## config.mk

```make
export PLATFORM = sky130hd
export DESIGN_NAME = us_bridge_driver
export DESIGN_NICKNAME = d
export VERILOG_FILES = /design/src/rtl/us_pkg.sv /design/src/rtl/us_phase_counter.sv /design/src/rtl/us_bridge_driver.sv
export SDC_FILE = /design/constraint.sdc
export NUM_CORES = 1
export LEC_CHECK = 0
export ABC_AREA = 1
export BUFFER_PORTS_ARGS = -buffer_cell sky130_fd_sc_hd__buf_2
export CORE_MARGIN = 2
export CORE_UTILIZATION = 55
export CTS_BUF_LIST = sky130_fd_sc_hd__clkbuf_8
export CTS_CLUSTER_DIAMETER = 60
export DETAILED_ROUTE_END_ITERATION = 7
export HOLD_SLACK_MARGIN = 0.05
export PLACE_DENSITY = 0.81
export SLEW_MARGIN = 20
export SYNTH_ARGS = -nofsm -noshare
export SYNTH_HDL_FRONTEND = slang
export SYNTH_SLANG_ARGS = --single-unit
export TNS_END_PERCENT = 50
```

## constraint.sdc

```tcl
create_clock -name clk -period 5.4 [get_ports clk]
set_input_delay 0 -clock clk [delete_from_list [all_inputs] [get_ports clk]]
set_output_delay 0 -clock clk [all_outputs]
set_load 0.01 [all_outputs]
```

## src/rtl/us_pkg.sv

```systemverilog
// ---------------------------------------------------------------------------
// us_pkg
//
// Shared constants and types for the ultrasonic H-bridge driver slice.
//
// Contents:
//   PERIOD  clk cycles per carrier period (40 kHz at 27 MHz)
//   DEAD    minimum clk cycles between one leg falling and the other rising
//   DUTY_W  width of a duty sample
//   HALF    phase at which the negative leg window opens (PERIOD/2, floored)
//   DMAX    largest usable on-time, leaving DEAD cycles before the other leg
//   us_state_t  bridge state (IDLE, RUN, DRAIN)
//   half_of / duty_limit  the same derivations for non-default parameters
// ---------------------------------------------------------------------------
package us_pkg;

    localparam int PERIOD = 675;
    localparam int DEAD   = 8;
    localparam int DUTY_W = 10;
    localparam int HALF   = PERIOD / 2;
    localparam int DMAX   = HALF - DEAD;

    typedef enum logic [1:0] {
        IDLE  = 2'd0,
        RUN   = 2'd1,
        DRAIN = 2'd2
    } us_state_t;

    // Start of the negative-leg window for an arbitrary period length.
    function automatic int half_of(input int period);
        return period / 2;
    endfunction

    // Largest on-time that still leaves the dead band before the other leg.
    function automatic int duty_limit(input int period, input int dead);
        return (period / 2) - dead;
    endfunction

endpackage

```

## src/rtl/us_phase_counter.sv

```systemverilog
// ---------------------------------------------------------------------------
// us_phase_counter
//
// Carrier phase counter. Counts 0..CYCLES-1 and wraps while advance is high;
// is forced back to 0 whenever advance is low.
//
// Ports:
//   clk        system clock, rising edge
//   rst_n      asynchronous active-low reset
//   advance    count enable (bridge is RUN or DRAIN)
//   phase      current phase, 0..CYCLES-1
//   phase_zero phase == 0
//   terminal   phase == CYCLES-1 (last cycle of the period)
// ---------------------------------------------------------------------------
module us_phase_counter
    import us_pkg::*;
#(
    parameter int CYCLES  = PERIOD,
    parameter int PHASE_W = $clog2(CYCLES)
) (
    input  logic               clk,
    input  logic               rst_n,
    input  logic               advance,
    output logic [PHASE_W-1:0] phase,
    output logic               phase_zero,
    output logic               terminal
);

    assign terminal   = (phase == PHASE_W'(CYCLES - 1));
    assign phase_zero = (phase == '0);

    // Phase register: wraps at the terminal count, and parks at 0 whenever
    // the bridge is idle so the first running cycle is always phase 0.
    always_ff @(posedge clk or negedge rst_n) begin
        if (!rst_n) begin
            phase <= '0;
        end else if (!advance || terminal) begin
            phase <= '0;
        end else begin
            phase <= phase + 1'b1;
        end
    end

endmodule

```

## src/rtl/us_bridge_driver.sv

```systemverilog
// ---------------------------------------------------------------------------
// us_bridge_driver
//
// Two-leg gate driver for an ultrasonic transducer bridge. Each carrier
// period the positive leg is on for the first <duty> cycles and the negative
// leg is on for <duty> cycles starting half a period later. The duty comes
// from a one-deep holding register that is swapped into the active register
// at the end of every period, and is saturated so that the two legs are
// always separated by at least DEAD cycles.
//
// Ports:
//   clk          system clock, rising edge
//   rst_n        asynchronous active-low reset
//   enable       request bridge operation
//   duty_data    per-period on-time in clk cycles
//   duty_valid   qualifies duty_data
//   duty_ready   holding register is empty
//   ch_a         positive-leg gate drive (registered)
//   ch_b         negative-leg gate drive (registered)
//   period_start one-cycle pulse at phase 0 of each running period
//   underrun     one-cycle pulse when a period starts with no fresh sample
//   busy         bridge is in RUN or DRAIN
// ---------------------------------------------------------------------------
module us_bridge_driver #(
    parameter int PERIOD = us_pkg::PERIOD,
    parameter int DEAD   = us_pkg::DEAD,
    parameter int DUTY_W = us_pkg::DUTY_W
) (
    input  logic              clk,
    input  logic              rst_n,
    input  logic              enable,
    input  logic [DUTY_W-1:0] duty_data,
    input  logic              duty_valid,
    output logic              duty_ready,
    output logic              ch_a,
    output logic              ch_b,
    output logic              period_start,
    output logic              underrun,
    output logic              busy
);

    import us_pkg::us_state_t;
    import us_pkg::IDLE;
    import us_pkg::RUN;
    import us_pkg::DRAIN;

    localparam int HALF_PT    = us_pkg::half_of(PERIOD);
    localparam int DUTY_LIMIT = us_pkg::duty_limit(PERIOD, DEAD);
    localparam int PHASE_W    = $clog2(PERIOD);

    us_state_t          state;
    us_state_t          next_state;
    logic [PHASE_W-1:0] phase;
    logic               phase_zero;
    logic               terminal;
    logic               running;
    logic               start_period;
    logic               accept;
    logic [DUTY_W-1:0]  held_duty;
    logic               held_valid;
    logic [DUTY_W-1:0]  active_duty;
    logic [DUTY_W-1:0]  sat_duty;
    logic               underrun_q;
    logic               leg_a_next;
    logic               leg_b_next;
    logic               ch_a_q;
    logic               ch_b_q;
    int                 phase_int;
    int                 duty_int;

    assign running = (state != IDLE);

    us_phase_counter #(
        .CYCLES  (PERIOD),
        .PHASE_W (PHASE_W)
    ) u_phase (
        .clk        (clk),
        .rst_n      (rst_n),
        .advance    (running),
        .phase      (phase),
        .phase_zero (phase_zero),
        .terminal   (terminal)
    );

    // State register.
    always_ff @(posedge clk or negedge rst_n) begin
        if (!rst_n) begin
            state <= IDLE;
        end else begin
            state <= next_state;
        end
    end

    // Next-state logic. A period that is already under way always runs to its
    // last phase; enable only decides, at that last phase, whether another
    // period follows. DRAIN is the "enable has dropped" half of that rule and
    // hops straight back to RUN if enable returns. A new period begins either
    // from IDLE or at the last phase of a period that will be followed by
    // another, and that is the moment the holding register is swapped in.
    always_comb begin
        next_state   = state;
        start_period = 1'b0;
        unique case (state)
            IDLE: begin
                if (enable) begin
                    next_state = RUN;
                end
            end
            RUN: begin
                if (!enable) begin
                    next_state = terminal ? IDLE : DRAIN;
                end
            end
            DRAIN: begin
                if (enable) begin
                    next_state = RUN;
                end else if (terminal) begin
                    next_state = IDLE;
                end
            end
            default: begin
                next_state = IDLE;
            end
        endcase
        start_period = (next_state == RUN) && ((state == IDLE) || terminal);
    end

    // A sample can also be taken while the register is full if that same
    // cycle empties it into the active register; duty_ready stays low then.
    assign accept   = duty_valid && (!held_valid || start_period);
    assign sat_duty = (int'(held_duty) > DUTY_LIMIT) ? DUTY_W'(DUTY_LIMIT) : held_duty;

    // Holding / active duty registers. With no fresh sample the previous
    // active duty is reused, except when starting from IDLE, where there is
    // no meaningful previous value and the legs stay off for that period.
    always_ff @(posedge clk or negedge rst_n) begin
        if (!rst_n) begin
            held_duty   <= '0;
            held_valid  <= 1'b0;
            active_duty <= '0;
            underrun_q  <= 1'b0;
        end else begin
            underrun_q <= start_period && !held_valid;
            if (start_period) begin
                if (held_valid) begin
                    active_duty <= sat_duty;
                end else if (state == IDLE) begin
                    active_duty <= '0;
                end
            end
            if (accept) begin
                held_duty  <= duty_data;
                held_valid <= 1'b1;
            end else if (start_period) begin
                held_valid <= 1'b0;
            end
        end
    end

    // Leg windows. Because active_duty never exceeds HALF-DEAD, the positive
    // window ends at least DEAD cycles before the negative one opens, and the
    // negative window ends before the wrap back to phase 0.
    always_comb begin
        phase_int  = int'(phase);
        duty_int   = int'(active_duty);
        leg_a_next = running && (phase_int < duty_int);
        leg_b_next = running && (phase_int >= HALF_PT) && (phase_int < HALF_PT + duty_int);
    end

    // Registered gate drives; the asynchronous reset drops both legs at once.
    always_ff @(posedge clk or negedge rst_n) begin
        if (!rst_n) begin
            ch_a_q <= 1'b0;
            ch_b_q <= 1'b0;
        end else begin
            ch_a_q <= leg_a_next;
            ch_b_q <= leg_b_next;
        end
    end

    assign ch_a         = ch_a_q;
    assign ch_b         = ch_b_q;
    assign duty_ready   = !held_valid;
    assign busy         = running;
    assign period_start = (state == RUN) && phase_zero;
    assign underrun     = underrun_q;

endmodule

```

# Word-level counts from Yosys, hierarchy flattened
# Cells that the tools add are included.
# Widths: inputs -> output; s select.
# classes
addsub	2
multipliers	0
div_mod_pow	0
order_cmp	4
n_eq_ne	4
shifts	0
n_mux	12
bitwise	0
reduce_logical	18
# op_table
op	count
$mux 10	4
$add 9x10->11 const A	1
$lt 10x11->1	1
$add 10x1->10 const B	1
$eq 10x10->1 const B	1
$ge 10x9->1 const B	1
$gt 10x9->1 const B	1
$logic_not 10->1	1
$lt 10x10->1	1
$mux 2	5
$logic_and 1x1->1	7
$pmux 2 s3	1
$reduce_bool 2->1	3
$eq 2x1->1 const B	2
$logic_or 1x1->1	3
$eq 2x2->1 const B	1
$logic_not 1->1	2
$logic_not 2->1	1
$mux 1	2
$reduce_and 2->1	1
# totals
ff_bits	36
latch_bits	0
ramBits	0
romBits	0
input_bits	14
memories	0

# Depth between registers and ports, before layout
# Gate-level depths: netlist of the first run.
# depth
depth_word	9
mapped_depth	13

# Cells and area by module
# Synthesis of the first run repeated with hierarchy kept, for this count alone.
# unflattened
hier_cells	334
hier_area_um2	2463.6
# modules_own_cells
mod	n_inst	cells_each	area_per_inst_um2	seq_area_each_um2
us_bridge_driver	1	251	1829.3	650.6
us_phase_counter	1	83	634.4	250.2

# Worst setup path after synthesis of the first run
# No wires, ideal clock.
# synth_path
path_kind	reg-to-reg
from	reg active_duty[0]
to	reg ch_b_q (netlist: ch_b)
setup_time_ps	71
arrival_ps	1762
required_time_ps	5329
slack_ps	3567
path_stages_with_launch	13
n_path_buf	0
path_cell_list	dfrtp_1 > ha_1 > nand3_1 > nand2_1 > nand2_1 > a21oi_1 > xor2_1 > ha_1 > a21oi_1 > o21bai_1 > nand3_1 > nand2_1 > nor2_1
# synth_via
elab_chain_len	3
# synth_rtl
item	line_no	rtl
from (decl)	us_bridge_driver.sv:61	logic [DUTY_W-1:0] active_duty;
from (signal assigned)	us_bridge_driver.sv:146	active_duty <= sat_duty;
$add 9x10->11	us_bridge_driver.sv:167	leg_b_next = running && (phase_int >= HALF_PT) && (phase_int < HALF_PT + duty_int);
$lt 10x11->1	us_bridge_driver.sv:167	
$logic_and 1x1->1	us_bridge_driver.sv:167	
via leg_b_next	us_bridge_driver.sv:65	logic leg_b_next;
to (signal assigned)	us_bridge_driver.sv:177	ch_b_q <= leg_b_next;
to (decl)	us_bridge_driver.sv:67	logic ch_b_q;
# The timed path passes the listed nets, and every way through them passes these cells.
# A chain may end at the register's enable or synchronous reset.

# Final worst setup path of the first run
# layout_path
from	reg u_phase.phase[0]
to	reg held_duty[6]
# layout_via
elab_chain_len	8
# layout_rtl
item	line_no	rtl
from (decl)	us_phase_counter.sv:24	output logic [PHASE_W-1:0] phase,
from (signal assigned)	us_phase_counter.sv:40	phase <= phase + 1'b1;
$eq 10x10->1 *	us_phase_counter.sv:29	assign terminal = (phase == PHASE_W'(CYCLES - 1));
$mux 2 (on tied branches)	us_bridge_driver.sv:117, us_bridge_driver.sv:111	
$mux 2 (on tied branches)	us_bridge_driver.sv:115, us_bridge_driver.sv:110	
$pmux 2 s3	us_bridge_driver.sv:103	unique case (state)
$eq 2x1->1	us_bridge_driver.sv:125	start_period = (next_state == RUN) && ((state == IDLE) || terminal);
$logic_and 1x1->1 *	us_bridge_driver.sv:125	
$logic_or 1x1->1 *	us_bridge_driver.sv:130	assign accept = duty_valid && (!held_valid || start_period);
$logic_and 1x1->1 *	us_bridge_driver.sv:130	
to (signal assigned)	us_bridge_driver.sv:152	held_duty <= duty_data;
to (decl)	us_bridge_driver.sv:59	logic [DUTY_W-1:0] held_duty;
# Every way passes the cells marked *; elsewhere a longest branch is shown, timed or not.

==> out/qor.txt, run 1 <==
Result of the run -> finished clean
Number of global-route vias before repair -> 1987
Fmax -> 0.4381 GHz
Most area-hungry cell type in the Yosys netlist -> dfrtp_1
Tot GR Track Use -> 22.76%
Post-Syn Nets -> 343
Total core area -> 4058 sq um
Pre-CTS WS -> 3.397 ns
Die W -> 69.61 um
Drt wl/cell -> 12.67 um
HPWL after DPL -> 3554 um
Logic pwr share -> 40.5%
Required @ worst endpoint -> 5.63 ns
Synth Register Bits -> 36
Crit-path max FO -> 13
Detailed-route DRC error count -> 0
Final setup violation count -> 0
Vias -> 2092
Int Pwr -> 0.5972 mW
Reg2reg setup slack -> 3.12 ns
Critical path capture point -> held_duty[6]
Setup CP Type -> reg -> reg
R2R depth -> 11
Starting DRT DRC Count -> 100
Pins Over Slew Limit -> 0
Clk sinks -> 36
Most common cell in the netlist -> nand2_1
Reg power frac -> 40.9%
Slew Limit Headroom -> 46.47%
Detailed Routing Iterations Pass 1 -> 5
Clk pwr share -> 18.6%
Layout cells sized above 1 -> 11.08%
Final hold viol count -> 0
Type of destination of the critical path -> flip-flop
CTS H-tree lvls -> 2
Sw Ratio -> 42.59%
# Max-Cap Violations -> 0
Initial antenna violation count -> 0
Total CTS buffers -> 5
Ys flop type -> dfrtp_1
Final TNS setup -> 0 ns
Leakage -> 1.408 nW
Vias per cell -> 5.323
Final period utilization -> 42.27%
Hold slack -> 0.06465 ns
Clock Path Buffers -> 2
Placed cell count -> 370
Number of synthesized flops with an enable pin -> 0
Worst Skew -> 0.007775 ns
Top post-synthesis cells by area -> dfrtp_1, nand2_1, ha_1
# port buffers -> 19
Setup ws final -> 3.118 ns
Mapped Cells -> 305
Height of the die -> 69.61 um
Largest net degree at the start of global routing -> 37
Initial core utilization -> 58.34%
DRT antenna net count -> 0
Synth cell count leaders -> nand2_1, dfrtp_1, inv_1
RSZ-0062 raised after global routing -> no
Total grt overflow -> 0
Post-Syn Area -> 2367 sq um
Yosys warnings -> 0
Post-synthesis average cell area -> 7.762 sq um
Beginning of the critical path -> u_phase.phase[0]
Die area -> 4845 sq um
Fin crit period -> 2.282 ns
Setup Fix Bufs, Post-CTS -> 0
Crit Reg-Reg Endpoint -> held_duty[6]
IO Count -> 20
Crit path launch type -> flip-flop
First-pass GRT wire length -> 8832 um
Site Rows -> 23
Clock slew at reported path FFs -> 0.08 ns
Worst-Margin Slew -> 0.8030 ns
Yosys top cell area share -> 38.05%
Cell variety after synth -> 31
CTS root buffer -> clkbuf_8
Hold Path Class -> in -> reg
Critical R2R Launch -> u_phase.phase[0]
Tot Pwr -> 1.040 mW
Skew-Pair Late Insertion Delay -> 0.29 ns
Fin nets -> 380
Post-synthesis sequential area ratio -> 38.05%
Area growth syn-to-layout -> 15.38%
Gpl congestion -> 0.8391
Final Routed Wirelength -> 4979 um
Ant. Diodes -> 0
Final non-filler cell total -> 393
Share of flip-flops with an asynchronous set or reset -> 100.0%
Psw -> 0.4431 mW
Pwr Density -> 380.8 nW/um^2
WP data arrival -> 2.52 ns
Worst IR Drop VDD -> 0.2833 mV
CTS tree -> built
cell families after synthesis:
group,share of synthesized area [%]
buffers and inverters,7.029
AO/OA/AOI/OAI,8.880
XOR/XNOR,2.960
AND/OR/NAND/NOR,30.39
adder cells (fa/ha/maj),12.69
flip-flops,38.05
layer usage:
layer | GRT usage, % | share of wire, % | vias to the layer above
met2 | 40.38 | 51 | 46
met4 | 5.882 | 1.2 | 0
met3 | 5.087 | 3.8 | 8
met1 | 27.80 | 44 | 966
li1 | - | - | 1072
met5 | 0 | 0 | -
what timing repair did:
| item | 4_1_cts | 5_1_grt |
|---|---|---|
| gates resized for setup | 0 | 0 |
| hold endpoints to repair | 48 | 0 |
| hold buffers | 15 | 0 |
placed cells by master (no fill, tap or decap), drive strengths merged:
cell type and count:
nand2 89, dfrtp 36, inv 36, nor2 29, nand3 28, ha 24, buf 19, a21oi 17
dlygate4sd3 15, o21ai 8, xor2 7, nor3 6, clkbuf 5, nand4 4, o21bai 3, nor3b 3
clkinv 3, nand3b 2, a21boi 2, o211ai 2, a211oi 1, o21a 1, xnor2 1, nor4 1
a211o 1
registers in the layout, summed over array words and instances (netlist names):
signal,count
held_valid,1
held_duty,10
underrun,1
ch_a,1
ch_b,1
u_phase.phase,10
state,2
active_duty,10
how the worst min path moves through the flow:
stage                     slack, ns       start  cells after the start                to
after floorplan               -0.30       rst_n                      0    active_duty[0]
after global placement         0.12       rst_n                      1  u_phase.phase[7]
after detailed placement       0.14       rst_n                      1  u_phase.phase[7]
after CTS                      0.05  duty_valid                      3      held_duty[0]
after global routing           0.09  duty_valid                      3      held_duty[0]
final                          0.06  duty_valid                      3      held_duty[4]
power groups by stage:
stage	logic (mW)	registers [mW]	clock network, mW
2_1_floorplan	0.325	0.410	0
3_3_place_gp	0.393	0.426	0
3_5_place_dp	0.410	0.429	0
4_1_cts	0.421	0.424	0.199
5_1_grt	0.495	0.438	0.208
6_report	0.422	0.425	0.194
critical path, stage by stage (launching register included):
cell,delay [ns]
dfrtp_1,0.49
inv_1,0.17
ha_1,0.17
nand2_1,0.05
nor2_1,0.11
nand2_1,0.09
nand2_4,0.17
nand2_4,0.09
nand2_4,0.13
nand3_1,0.09
dlygate4sd3_1,0.57
nand2_1,0.08
area by class of cell:
type	count	area, sq um
Clock buffer	5	68.82
Clock inverter	3	18.77
Fill cell	340	1326
Inverter	36	135.1
Multi-Input combinational cell	229	1300
Sequential cell	36	900.9
Tap cell	50	62.56
Timing Repair Buffer	34	245.2
per-stage QoR:
stage	area [sq um]	util [%]
2_1_floorplan	2367	-
3_3_place_gp	2494	61.46
3_5_place_dp	2494	61.46
4_1_cts	2731	67.31
5_1_grt	2731	67.31
6_report	2731	67.31
Power figures use the tool's default switching activity.
==> inputs of run 2 (changes only) <==
- PLACE_DENSITY: 0.81 -> 0.84
- clock period: 5.4 -> 1.9 ns (I/O delays scaled with it)
==> out/qor.txt, run 2 (synthesized netlist as in run 1, its figures left out) <==
Result of the run -> finished clean
Global Route met2 Usage -> 38.89% (-1.5 points)
Fmax -> 0.5307 GHz (+21%)
Final Routed Wirelength -> 5168 um (+3.8%)
Setup ws final -> 0.01572 ns (-3.102 ns)
Final TNS setup -> 0 ns (unchanged)
Final period utilization -> 99.17% (+57 points)
Die W -> 69.61 um (unchanged)
Slew Limit Headroom -> 45.91% (-0.55 points)
Psw -> 1.293 mW (+190%)
Vias -> 2077 (-0.72%)
Logic pwr share -> 42.2% (+1.7 points)
Leakage -> 1.460 nW (+3.7%)
Hold Path Class -> in -> async
Clock Path Buffers -> 2 (unchanged)
Worst Skew -> 0.005947 ns (-0.001828 ns)
Worst-Margin Slew -> 0.8113 ns (+0.008275 ns)
DRT antenna net count -> 0 (unchanged)
Crit path launch type -> flip-flop
GR peak layer -> met2
Starting DRT DRC Count -> 118 (+18%)
WP data arrival -> 2.11 ns (-0.41 ns)
Tot Pwr -> 3.192 mW (+210%)
Initial antenna violation count -> 0 (unchanged)
Die area -> 4845 sq um (unchanged)
HPWL after DPL -> 3664 um (+3.1%)
Sw Ratio -> 40.49% (-2.1 points)
Largest registers -> active_duty (10), held_duty (10), u_phase.phase (10)
Pre-CTS WS -> -0.006463 ns (-3.404 ns)
Site Rows -> 23 (unchanged)
Tot GR Track Use -> 22.72% (-0.031 points)
Fin nets -> 387 (+1.8%)
Total core area -> 4058 sq um (unchanged)
Required @ worst endpoint -> 2.12 ns (-3.51 ns)
Cells along the critical path -> ha_2, nand3_2, nand2_2, nand2_2, a21oi_2, xor2_1, ha_1, a21oi_1, o21bai_1, nand3_1, nand2_1, nor2_1
Clk pwr share -> 20.9% (+2.3 points)
Slowest CP cell -> dfrtp_1
Number of global-route vias before repair -> 1977 (-0.50%)
Total CTS buffers -> 5 (unchanged)
Setup CP Type -> reg -> reg
Critical R2R Launch -> active_duty[0]
Ant. Diodes -> 0 (unchanged)
RSZ-0062 raised after global routing -> yes
Pins Over Slew Limit -> 0 (unchanged)
Beginning of the critical path -> active_duty[0]
Initial core utilization -> 58.34% (unchanged)
# Max-Cap Violations -> 0 (unchanged)
CTS H-tree lvls -> 2 (unchanged)
Crit path top cell by count -> nand2_2
Vias per cell -> 5.193 (-2.5%)
Detailed Routing Iterations Pass 1 -> 4 (-1)
Crit-path max cell delay -> 0.36 ns (-0.21 ns)
CTS tree -> built
Gpl congestion -> 0.8335 (-0.67%)
Total grt overflow -> 0 (unchanged)
Met3 usage -> 4.797% (-0.29 points)
# port buffers -> 19 (unchanged)
Final hold viol count -> 0 (unchanged)
Commonest non-fill, non-tap cell in the layout -> nand2_1
Clk sinks -> 36 (unchanged)
Detailed-route DRC error count -> 0 (unchanged)
Largest net degree at the start of global routing -> 37 (unchanged)
Layout cells sized above 1 -> 15.14% (+4.1 points)
Area growth syn-to-layout -> 18.92%
Height of the die -> 69.61 um (unchanged)
Met1 GRT Util -> 28.36% (+0.56 points)
Most frequent cells in the layout -> nand2_1, dfrtp_1, inv_1
Pwr Density -> 1134 nW/um^2 (+200%)
Clock slew at reported path FFs -> 0.08 ns (about the same)
Fin crit period -> 1.884 ns (-0.3981 ns)
CTS root buffer -> clkbuf_8
Final setup violation count -> 0 (unchanged)
Reg power frac -> 36.9% (-4.0 points)
Type of destination of the critical path -> flip-flop
Drt wl/cell -> 12.92 um (+2.0%)
IO Count -> 20 (unchanged)
Skew-Pair Late Insertion Delay -> 0.29 ns (about the same)
Int Pwr -> 1.900 mW (+220%)
Crit-path max FO -> 2 (-11)
Worst IR Drop VDD -> 0.6875 mV (+140%)
First-pass GRT wire length -> 8797 um (-0.40%)
-- run 2: layer usage --
layer | vias to the layer above | share of wire [%]
li1 | 1080 | -
met1 | 942 | 45
met2 | 47 | 50
met3 | 8 | 3.4
met4 | 0 | 1.4
met5 | - | 0
-- run 2: cell type report --
class	count	area (sq um)
tap	50	62.56
sequential	36	900.9
clock buffer	5	68.82
timing repair buffer	41	292.8
clock inverter	3	38.79
fill	332	1242
inverter	36	135.1
multi-input combinational	229	1316
-- run 2: timing repair --
action	4_1_cts	5_1_grt
resized for setup	3	4
pin swaps	0	7
buffers inserted	0	3
endpoints found under the hold margin	48	0
hold buffers	13	0
endpoints found under the setup margin	1	1
-- run 2: worst max-delay path, delay by kind of cell, from the launching register on --
family / cells / cell delay [ns]
adders and majority gates: 2 / 0.46
AOI/OAI and AO/OA: 3 / 0.35
DFF: 1 / 0.36
xor gates and xnor gates: 1 / 0.16
and+or+nand+nor: 6 / 0.49
-- run 2: power groups by stage --
stage	logic (mW)	registers [mW]	clock network (mW)
final	1.35	1.18	0.668
after global routing	1.55	1.21	0.705
after CTS	1.33	1.17	0.673
after detailed placement	1.28	1.18	0
after global placement	1.23	1.17	0
after floorplan	0.924	1.17	0
-- run 2: final timing paths --
kind	slack, ns	cells past startpoint	end
worst max-delay path	0.02	12	ch_b
worst min-delay path	0.33	2	u_phase.phase[7]
worst max register to register	0.02	12	ch_b
worst min register to register	0.48	2	held_duty[0]
max in group asynchronous	1.05	2	active_duty[9]
min in group clk	0.41	3	state[1]
-- run 2: stage by stage --
stage               util, %  hold WS, ns  std cells  cell area (sq um)
floorplan                 -      -0.2956        305               2367
global placement      62.75       0.1198        377               2546
detailed placement    62.75       0.1261        377               2546
CTS                   68.89       0.3519        398               2795
global route          69.38       0.4032        400               2815
finish                69.38       0.3324        400               2815
==> inputs of run 3 (changes only) <==
- CORE_ASPECT_RATIO: default -> 0.9
- CORE_UTILIZATION: 55 -> 35
- PLACE_DENSITY: 0.84 -> 0.6
==> out/qor.txt, run 3 (synthesized netlist as in run 1, its figures left out) <==
Layout Utilization -> 44.42% (-25 points)
Initial antenna violation count -> 0 (unchanged)
# port buffers -> 19 (unchanged)
Die area -> 7438 sq um (+54%)
Fin crit period -> 1.902 ns (+0.01767 ns)
Starting DRT DRC Count -> 67 (-43%)
Hold slack -> 0.3232 ns (-0.009169 ns)
Total CTS buffers -> 5 (unchanged)
Drt wl/cell -> 11.87 um (-8.1%)
Total core area -> 6551 sq um (+61%)
Detailed-route DRC error count -> 0 (unchanged)
Setup ws final -> -0.001950 ns (-0.01767 ns)
Worst-Margin Slew -> 0.8083 ns (-0.003018 ns)
First-pass GRT wire length -> 9349 um (+6.3%)
Initial core utilization -> 36.13% (-22 points)
Sequential cell area -> 900.9 sq um (unchanged)
Critical path's top delay family -> adder cells
Clk sinks -> 36 (unchanged)
Hold Path Class -> in -> async
Vias -> 2026 (-2.5%)
Commonest non-fill, non-tap cell in the layout -> nand2_1
Final TNS setup -> -0.001950 ns (-0.001950 ns)
Pwr Density -> 1082 nW/um^2 (-4.6%)
CTS root buffer -> clkbuf_8
Crit-path max cell delay -> 0.39 ns (+0.03 ns)
Critical R2R Launch -> active_duty[1]
Area growth syn-to-layout -> 22.94%
Tot Pwr -> 3.149 mW (-1.3%)
Clock slew at reported path FFs -> 0.09 ns (about the same)
Type of destination of the critical path -> flip-flop
Cells along the critical path -> ha_2, buf_4, buf_4, xnor2_2, ha_1, a21oi_1, o21ai_1, a21oi_2, nor2_1, nor2_1
Fmax -> 0.5258 GHz (-0.93%)
Die W -> 90.69 um (+30%)
Slowest CP cell -> dfrtp_1
DRT antenna net count -> 0 (unchanged)
Crit-path max FO -> 2 (unchanged)
Setup CP Type -> reg -> reg
Ant. Diodes -> 0 (unchanged)
Vias per cell -> 4.553 (-12%)
Final period utilization -> 100.1% (+0.93 points)
Site Rows -> 28 (+22%)
WP data arrival -> 2.12 ns (about the same)
Gpl congestion -> 0.7974 (-4.3%)
Beginning of the critical path -> active_duty[1]
Number of global-route vias before repair -> 1991 (+0.71%)
Pre-CTS WS -> 0.001893 ns (+0.008356 ns)
Buffers and inverters on the worst path -> 2 (+2)
Tot GR Track Use -> 15.73% (-7.0 points)
Result of the run -> complete, but fails checks
Fill cells -> 672 (+100%)
Clock Path Buffers -> 2 (unchanged)
Largest registers -> active_duty (10), held_duty (10), u_phase.phase (10)
CTS H-tree lvls -> 2 (unchanged)
RSZ-0062 raised after global routing -> yes
Failing checks -> negative setup slack
Required @ worst endpoint -> 2.12 ns (about the same)
Pins Over Slew Limit -> 0 (unchanged)
Worst IR Drop VDD -> 0.5543 mV (-19%)
Crit path launch type -> flip-flop
Final setup violation count -> 1 (+1)
IO Count -> 20 (unchanged)
Leakage -> 1.495 nW (+2.4%)
# Max-Cap Violations -> 0 (unchanged)
Detailed Routing Iterations Pass 1 -> 4 (unchanged)
Largest net degree at the start of global routing -> 37 (unchanged)
HPWL after DPL -> 3893 um (+6.3%)
Most frequent cells in the layout -> nand2_1, dfrtp_1, inv_1
Layout cells sized above 1 -> 17.75% (+2.6 points)
Height of the die -> 82.02 um (+18%)
Total grt overflow -> 0 (unchanged)
Multi-input gate area -> 1346 sq um (+2.3%)
Fin nets -> 392 (+1.3%)
Final Routed Wirelength -> 5281 um (+2.2%)
Slew Limit Headroom -> 46.12% (+0.20 points)
Worst Skew -> 0.01846 ns (+0.01251 ns)
CTS tree -> built
Final hold viol count -> 0 (unchanged)
Skew-Pair Late Insertion Delay -> 0.30 ns (about the same)
[run 3: through the flow]
| step | instance area [sq um] | cells |
|---|---|---|
| finish | 2910 | 445 |
| global route | 2910 | 445 |
| CTS | 2860 | 443 |
| floorplan | 2367 | 305 |
| global placement | 2634 | 422 |
| detailed placement | 2634 | 422 |
[run 3: repair_timing]
action | 4_1_cts | 5_1_grt
pin swaps | 2 | 10
buffers inserted | 0 | 2
cloned | 0 | 0
gates resized for setup | 3 | 13
hold buffers | 13 | 0
endpoints found under the hold margin | 48 | 0
setup endpoints to repair | 1 | 1
[run 3: final timing paths]
kind                       slack, ns              to  cells after the start
setup reg to reg              -0.002            ch_b                     10
min in group clk                0.45        state[1]                      3
max in group asynchronous       1.05  active_duty[1]                      2
setup / recovery              -0.002            ch_b                     10
hold / removal                  0.32  active_duty[3]                      2
hold reg to reg                 0.49    held_duty[0]                      2
[run 3: metal layers]
layer | vias up | global-route usage (%) | share of wire, %
li1 | 1090 | - | -
met1 | 905 | 20.41 | 51
met2 | 26 | 27.46 | 46
met3 | 5 | 3.303 | 3.1
met4 | 0 | 3.231 | 0.68
met5 | - | 0 | 0
[run 3: cell type report]
class / instances / area share (%)
Clock buffer: 5 / 2.365
Inverter: 36 / 4.643
Tap cell: 90 / 3.869
Multi-Input combinational cell: 229 / 46.26
Timing Repair Buffer: 46 / 11.35
Sequential cell: 36 / 30.95
Clock inverter: 3 / 0.5589
[run 3: where the power goes]
part / leakage (nW) / switching (mW) / internal (mW)
Combinational: 0.979 / 0.818 / 0.596
Clock: 0.0507 / 0.293 / 0.252
Sequential: 0.465 / 0.220 / 0.971
